[config.mk]
export PLATFORM = sky130hd
export DESIGN_NAME = fetch_sequencer
export DESIGN_NICKNAME = d
export VERILOG_FILES = /design/src/rtl/fetch_pkg.sv /design/src/rtl/fetch_sequencer.sv
export SDC_FILE = /design/constraint.sdc
export NUM_CORES = 1
export LEC_CHECK = 0
export ABC_AREA = 1
export BUFFER_PORTS_ARGS = -buffer_cell sky130_fd_sc_hd__buf_2
export CORE_MARGIN = 5
export CORE_UTILIZATION = 25
export CTS_BUF_LIST = sky130_fd_sc_hd__clkbuf_4 sky130_fd_sc_hd__clkbuf_8 sky130_fd_sc_hd__clkbuf_16
export DETAILED_ROUTE_END_ITERATION = 10
export PLACE_DENSITY_LB_ADDON = 0.25
export SYNTH_ARGS = -nofsm -noshare
export SYNTH_HDL_FRONTEND = slang
export SYNTH_SLANG_ARGS = --single-unit
[constraint.sdc]
create_clock -name clk_i -period 2 [get_ports clk_i]
set_input_delay 0 -clock clk_i [delete_from_list [all_inputs] [get_ports clk_i]]
set_output_delay 0 -clock clk_i [all_outputs]
set_load 0.03 [all_outputs]
[src/rtl/fetch_pkg.sv]
// Shared fetch-stage definitions: FSM states and the special instruction
// words that decode and the instruction-memory image also rely on.
package fetch_pkg;

    typedef enum logic [1:0] {
        ST_IDLE   = 2'd0,
        ST_RUN    = 2'd1,
        ST_DRAIN  = 2'd2,
        ST_HALTED = 2'd3
    } fetch_state_e;

    // Bubble word; decode treats it as a no-op.
    localparam logic [31:0] NOP_WORD  = 32'h0F00_0000;
    // Branch-to-self encoding; seeing it fetched means the program is done.
    localparam logic [31:0] HALT_WORD = 32'h9EFF_FFFE;

    // Instruction addresses are word aligned; low two bits are dropped.
    function automatic logic [31:0] word_align(input logic [31:0] addr);
        return {addr[31:2], 2'b00};
    endfunction

endpackage

[src/rtl/fetch_sequencer.sv]
// Instruction-fetch controller: owns the PC, drives the instruction memory
// address and registers the returned word into the IF/ID stage register.
//
// state     | meaning
// ----------+-----------------------------------------------------------
// ST_IDLE   | waiting for start; IF stage shows NOP / invalid
// ST_RUN    | fetching; branch redirect beats stall, stall beats advance
// ST_DRAIN  | halt word seen; issuing NOP bubbles until the count expires
// ST_HALTED | program finished; done raised, waiting for a new start
module fetch_sequencer
    import fetch_pkg::*;
#(
    parameter logic [31:0] RESET_PC     = 32'h0000_0000,
    parameter int unsigned DRAIN_CYCLES = 4
) (
    input  logic        clk_i,
    input  logic        rst_n_i,
    input  logic        start_i,
    input  logic        stall_i,
    input  logic        br_taken_i,
    input  logic [31:0] br_target_i,
    output logic [31:0] imem_addr_o,
    input  logic [31:0] imem_data_i,
    output logic [31:0] if_instr_o,
    output logic [31:0] if_pc_o,
    output logic        if_valid_o,
    output logic        busy_o,
    output logic        done_o
);

    // DRAIN_CYCLES is limited to 1..15, so four bits hold the drain count.
    localparam int unsigned    CNT_W      = 4;
    localparam logic [CNT_W-1:0] DRAIN_LAST = CNT_W'(DRAIN_CYCLES - 1);

    fetch_state_e     state_q, state_d;
    logic [31:0]      pc_q, pc_d;
    logic [31:0]      instr_q, instr_d;
    logic [31:0]      ifpc_q, ifpc_d;
    logic             valid_q, valid_d;
    logic [CNT_W-1:0] cnt_q, cnt_d;

    // State, PC, IF/ID register and drain counter; reset abandons everything.
    always_ff @(posedge clk_i or negedge rst_n_i) begin
        if (!rst_n_i) begin
            state_q <= ST_IDLE;
            pc_q    <= RESET_PC;
            instr_q <= NOP_WORD;
            ifpc_q  <= 32'h0000_0000;
            valid_q <= 1'b0;
            cnt_q   <= '0;
        end else begin
            state_q <= state_d;
            pc_q    <= pc_d;
            instr_q <= instr_d;
            ifpc_q  <= ifpc_d;
            valid_q <= valid_d;
            cnt_q   <= cnt_d;
        end
    end

    // Next-state logic: everything holds unless the current state says otherwise.
    always_comb begin
        state_d = state_q;
        pc_d    = pc_q;
        instr_d = instr_q;
        ifpc_d  = ifpc_q;
        valid_d = valid_q;
        cnt_d   = cnt_q;

        unique case (state_q)
            ST_IDLE, ST_HALTED: begin
                // Branch and stall are meaningless here and are ignored.
                instr_d = NOP_WORD;
                valid_d = 1'b0;
                if (start_i) begin
                    state_d = ST_RUN;
                    pc_d    = RESET_PC;
                    cnt_d   = '0;
                end
            end

            ST_RUN: begin
                if (br_taken_i) begin
                    pc_d    = word_align(br_target_i);
                    instr_d = NOP_WORD;
                    valid_d = 1'b0;
                end else if (!stall_i) begin
                    instr_d = imem_data_i;
                    ifpc_d  = pc_q;
                    valid_d = 1'b1;
                    if (imem_data_i == HALT_WORD) begin
                        // Halt word still goes to decode; PC parks on it.
                        state_d = ST_DRAIN;
                        cnt_d   = '0;
                    end else begin
                        pc_d = pc_q + 32'd4;
                    end
                end
            end

            ST_DRAIN: begin
                if (br_taken_i) begin
                    // An older branch still in flight overrides the halt.
                    state_d = ST_RUN;
                    pc_d    = word_align(br_target_i);
                    instr_d = NOP_WORD;
                    valid_d = 1'b0;
                end else if (!stall_i) begin
                    instr_d = NOP_WORD;
                    valid_d = 1'b0;
                    cnt_d   = cnt_q + 1'b1;
                    if (cnt_q == DRAIN_LAST) begin
                        state_d = ST_HALTED;
                    end
                end
            end

            default: begin
                state_d = ST_IDLE;
            end
        endcase
    end

    assign imem_addr_o = pc_q;
    assign if_instr_o  = instr_q;
    assign if_pc_o     = ifpc_q;
    assign if_valid_o  = valid_q;
    assign busy_o      = (state_q == ST_RUN) || (state_q == ST_DRAIN);
    assign done_o      = (state_q == ST_HALTED);

endmodule

==> Yosys cells after proc, flatten, opt, wreduce, memory -nomap -nowiden <==
Cells that the tools add are included.
{ "word_totals": {"in_bits": 69, "mem_bits_rw": 0, "ff_bits": 103, "out_inout_bits": 99, "latchBits": 0, "romBits": 0, "mem_count": 0} }
{ "op_classes": {"n_mux": 31, "n_div": 0, "eq_ne": 16, "magnitude_cmp": 0, "add_sub_neg": 2, "n_reduce_logical": 8, "multipliers": 0, "n_bitwise": 2, "n_shift": 0} }
{ "op_table": {"columns": ["cell", "count"], "rows": [
  ["2-to-1 mux 32 bit", 9],
  ["case mux 32 bit (3 select lines)", 2],
  ["adder 32 x 3 -> 32 bit, second input constant", 1],
  ["== test 32 bit, second input constant", 1],
  ["2-to-1 mux 4 bit", 6],
  ["2-to-1 mux 2 bit", 7],
  ["inequality test 2 bit, second input constant", 7],
  ["inequality test 3 bit, second input constant", 4],
  ["case mux 4 bit (3 select lines)", 1],
  ["AND reduction 6 bit", 2],
  ["case mux 2 bit (3 select lines)", 1],
  ["adder 4 x 1 -> 4 bit, second input constant", 1],
  ["== test 2 bit, second input constant", 2],
  ["== test 4 x 2 -> 1 bit, second input constant", 1],
  ["2-to-1 mux 1 bit", 4],
  ["AND reduction 4 bit", 1],
  ["case mux 1 bit (3 select lines)", 1],
  ["AND reduction 3 bit", 1],
  ["== test 2 x 1 -> 1 bit, second input constant", 1],
  ["logical NOT 2 bit", 1],
  ["inverter 1 bit", 2],
  ["AND reduction 2 bit", 1],
  ["OR reduction 2 bit", 1],
  ["logical OR 1 bit", 1]
]} }

==> Depth between registers and ports, before layout <==
{ "depth": {"word_depth": 5, "depth_mapped": 13} }

==> Worst setup path after synthesis <==
Ideal clock, no wire load.
{ "synth_timing": {"kind": "register to register", "from": "reg state_q[0]", "to": "reg pc_q[23] (netlist: imem_addr_o[23])", "period_less_slack_ns": 1.858, "slack_ns": 0.142, "arrival_ns": 1.740, "required_time_ns": 1.883, "stages_incl_launch_ff": 13, "cell_sequence": "dfrtp_1 inv_1 ha_1 inv_1 nor2_1 inv_1 nand2_1 nor2_1 nand2_1 buf_4 buf_6 nand2_1 nand2_1"} }
{ "synth_between": {"elab_chain_cells": 4, "word_cells_on_any_way": 11, "cone_classes": "eq/ne: 7; mux: 1; reduce/logical: 3"} }
{ "synth_lines": {"columns": ["element", "line_no", "text"], "rows": [
  ["start: declaration", "fetch_sequencer.sv:35", "fetch_state_e state_q, state_d;"],
  ["start signal: assignment", "fetch_sequencer.sv:52", "state_q <= state_d;"],
  ["== test 2 bit or logical NOT 2 bit (tied branches)", "fetch_sequencer.sv:70", "unique case (state_q)"],
  ["OR reduction 2 bit", "fetch_sequencer.sv:70", null],
  ["inequality test 2 bit (no line)", null, null],
  ["AND reduction 4 bit (no line)", null, null],
  ["end signal: assignment", "fetch_sequencer.sv:53", "pc_q <= pc_d;"],
  ["end: declaration", "fetch_sequencer.sv:36", "logic [31:0] pc_q, pc_d;"]
]} }
Several ways; a longest one is shown, not always the timed one.
A chain may end at the register's enable or synchronous reset.

==> Worst setup path after layout <==
{ "layout_timing": {"from": "reg state_q[0]", "to": "reg pc_q[22] (netlist: imem_addr_o[22])"} }
The elaborated chain is that of the path after synthesis.

==> reports/qor_table.md <==
| Result | Value | Unit |
|---|---|---|
| R2R setup slack | 0.17 | ns |
| Ratio of final minimum period to clock period | 0.915 | - |
| Number of max-capacitance violations reported | 0 | - |
| Reg2Reg Launch Point | state_q[0] | - |
| Fraction of layout cells with a size suffix above 1 | 0.245 | - |
| Clock buffers created by TritonCTS | 9 | - |
| Number of nets in the layout | 1017 | - |
| Post-synth design cell area | 5240 | sq um |
| Fraction of registers with async set or reset after synthesis | 1.00 | - |
| Minimum setup slack after placement | 0.142 | ns |
| GRT Total Usage | 0.148 | - |
| Maximum fanout encountered on the critical timing path | 13 | - |
| Hold WC Path Type | input port to register | - |
| Outcome | finished, final reports clean | - |
| Number of global-route vias before repair | 5247 | - |
| Number of setup violations in the final report | 0 | - |
| Required time reported for the critical path endpoint | 2.29 | ns |
| Met3 demand-to-capacity share in global routing | 0.0336 | - |
| Cells after synthesis | 713 | - |
| Area after detailed placement | 6480 | sq um |
| Total Die Area | 24000 | sq um |
| Number of core rows | 53 | - |
| Post-Syn Area per Cell | 7.35 | sq um |
| Global-route wire length before repair | 28400 | um |
| Starting density of the core | 0.252 | - |
| Startpoint of the lowest-slack hold path | br_target_i[10] | - |
| Detailed Route Iter0 Violations | 288 | - |
| Overall Power | 0.00949 | W |
| Area of combinational cells with multiple inputs | 2410 | sq um |
| Sequential fraction of the synthesis area | 0.474 | - |
| Post-route standard cell area excluding fillers | 7490 | sq um |
| I/O pins | 168 | - |
| Final antenna-violating net count | 0 | - |
| Routed length per placed instance | 14.8 | um |
| Worst Setup Slack, final | 0.170 | ns |
| Predominant post-synthesis flop cell | dfrtp_1 | - |
| Count of H-tree levels built during CTS | 3 | - |
| Peak per-stage delay on the critical path | 0.42 | ns |
| Residual overflow from global routing | 0 | - |
| Capture instance of the worst register-to-register path | imem_addr_o[22] | - |
| Via count | 5372 | - |
| Tmin final | 1.83 | ns |
| Initial antenna violation count | 0 | - |
| Die Span Y | 155 | um |
| Clock tree skew after final layout | 0.00597 | ns |
| Slew Viols, Final | 0 | - |
| Antenna diode count | 0 | - |
| Arrival time worst endpoint | 2.12 | ns |
| IO Port Bufs | 161 | - |
| Number of flip-flops and latches in the synthesized netlist | 99 | - |
| Achievable clock frequency | 546 | MHz |
| Number of warnings reported in the yosys synthesis log | 0 | - |
| Gp weighted congestion | 0.853 | - |
| Setup Crit Path Kind | register to register | - |
| Hold Path Cell Cnt | 5 | - |
| Kind of end point of the critical path | register | - |
| Peak ir drop on the vdd network | 0.550 | mV |
| Depth of the worst register-to-register path | 12 | - |
| Crit path cell chain | inv_1 > ha_1 > inv_1 > nor2_1 > inv_1 > nand2_1 > nor2_2 > nand3_2 > inv_4 > clkbuf_16 > nand2_1 > nand2_1 | - |
| Number of filler instances in the final layout | 2193 | - |
| Number of enable-type register cells in the synthesized netlist | 0 | - |
| Final routed DRC violation total | 0 | - |
| Largest net degree at the start of global routing | 41 | - |
| Final Util | 0.360 | - |
| Final WL | 18100 | um |
| Master cell of the clock root buffer | clkbuf_16 | - |
| Die span in x | 155 | um |
| Global routing met1 resource utilization | 0.200 | - |
| CTS tree | yes | - |
| Leakage power summed over all cells | 3.90 | nW |
| Core footprint | 20800 | sq um |
| Met2 global-route usage | 0.242 | - |
| First-pass detailed-route iteration total | 8 | - |
| Highest-utilization routing layer at the global route stage | met2 | - |
| Estimated wirelength of the detail-placed design | 13000 | um |
| Critical-path cell with the highest stage delay | dfrtp_1 | - |
| End of the worst hold path | imem_addr_o[10] | - |
| Clk sink count | 99 | - |
| Clock transition at path regs | 0.07 | ns |
| Synth unique cells | 31 | - |
| Via density per instance | 4.40 | - |
| Maximum buffer depth of the clock tree | 2 | - |
| Worst hold-check slack | 0.0176 | ns |
| Count of final hold-check violations | 0 | - |
| FF/Latch Area | 2480 | sq um |
| Clk Latency, worst-skew pair | 0.35 | ns |
| Area delta synth->final | 42.9 | % |
| Worst setup SP type | register | - |
| Cell area power density | 1270 | nW/um^2 |
layout by cell type (no fill, tap or decap), types with 5 or more instances in the layout:
cell	instances
buf_4	20
inv_1	48
nand2_1	268
buf_2	160
nor2_2	6
o21ai_0	76
ha_1	6
buf_12	5
o21ai_1	10
nand4_1	6
nor3_1	7
clkbuf_16	10
nor2_1	54
dlygate4sd3_1	61
nand3_1	56
dfrtp_1	95
a21oi_1	14
synthesized netlist by cell type, types with 6 or more instances:
cell type / number / share of area
nand4_1: 6 / 0.0072
dfrtp_1: 95 / 0.45
buf_2: 8 / 0.0076
a21oi_1: 14 / 0.013
clkbuf_1: 15 / 0.011
nand2_1: 270 / 0.19
o21ai_0: 76 / 0.073
nand3_1: 57 / 0.054
inv_1: 48 / 0.034
o21ai_1: 11 / 0.011
ha_1: 6 / 0.014
buf_4: 8 / 0.011
nor3_1: 7 / 0.0067
nor2_1: 55 / 0.039
critical path, delay by kind of cell (launching register included):
kind / cells / cell delay, ns
simple gates: 6 / 0.50
flops: 1 / 0.42
fa+ha+maj: 1 / 0.33
buf+inv: 5 / 0.51
registers in the layout (all words and copies together), names as in the netlist:
name	count
imem_addr_o	30
if_pc_o	30
if_valid_o	1
if_instr_o	32
cnt_q	4
state_q	2
power breakdown:
group | internal (W) | switching [W] | total, W
clock | 0.00124 | 0.000801 | 0.00204
combinational | 0.00136 | 0.00297 | 0.00433
sequential | 0.00258 | 0.000541 | 0.00312
total | 0.00517 | 0.00431 | 0.00949
routing by layer:
layer,wire (um),share of wire,up-vias
met5,0,0,-
met4,246,0.014,0
met3,1170,0.065,17
met2,8120,0.45,179
met1,8520,0.47,2449
li1,-,-,2727
stage by stage:
stage / TNS (ns) / cells
detailed placement: 0 / 1143
finish: 0 / 1222
global route: -0.00534 / 1222
global placement: 0 / 1143
floorplan: 0 / 716
CTS: 0 / 1220
layout make-up:
| type | count | share of cell area |
|---|---|---|
| inverters | 53 | 0.0269 |
| multi-input cells | 531 | 0.323 |
| well taps | 275 | 0.0460 |
| flip-flops and latches | 99 | 0.332 |
| clock inverters | 6 | 0.0152 |
| clock buffers | 10 | 0.0311 |
| repair buffers | 248 | 0.227 |
how the worst max path moves through the flow:
stage | start | slack, ns | cells past startpoint | end
floorplan | state_q[0] | 0.14 | 12 | imem_addr_o[23]
global placement | state_q[1] | 0.20 | 11 | if_instr_o[24]
detailed placement | state_q[1] | 0.14 | 10 | if_instr_o[24]
CTS | state_q[1] | 0.13 | 10 | if_instr_o[24]
global route | state_q[0] | -0.005 | 12 | imem_addr_o[28]
finish | state_q[0] | 0.17 | 12 | imem_addr_o[22]
timing repair:
item                                    CTS  global route
hold endpoints to repair                122             0
hold buffers                             61             0
gates resized for setup                   0             5
endpoints found under the setup margin    0            26
buffers inserted                          0             1
cell families after synthesis:
| group | count (synthesis) | share of synthesized area |
|---|---|---|
| flip-flops | 99 | 0.474 |
| adder cells (fa/ha/maj) | 6 | 0.0143 |
| multiplexers | 7 | 0.0150 |
| XOR/XNOR | 2 | 0.00334 |
| AO/OA/AOI/OAI | 105 | 0.103 |
| other | 1 | 0.000716 |
| buffers and inverters | 86 | 0.0707 |
| AND/OR/NAND/NOR | 407 | 0.319 |
(Power assumes the default switching activity.)
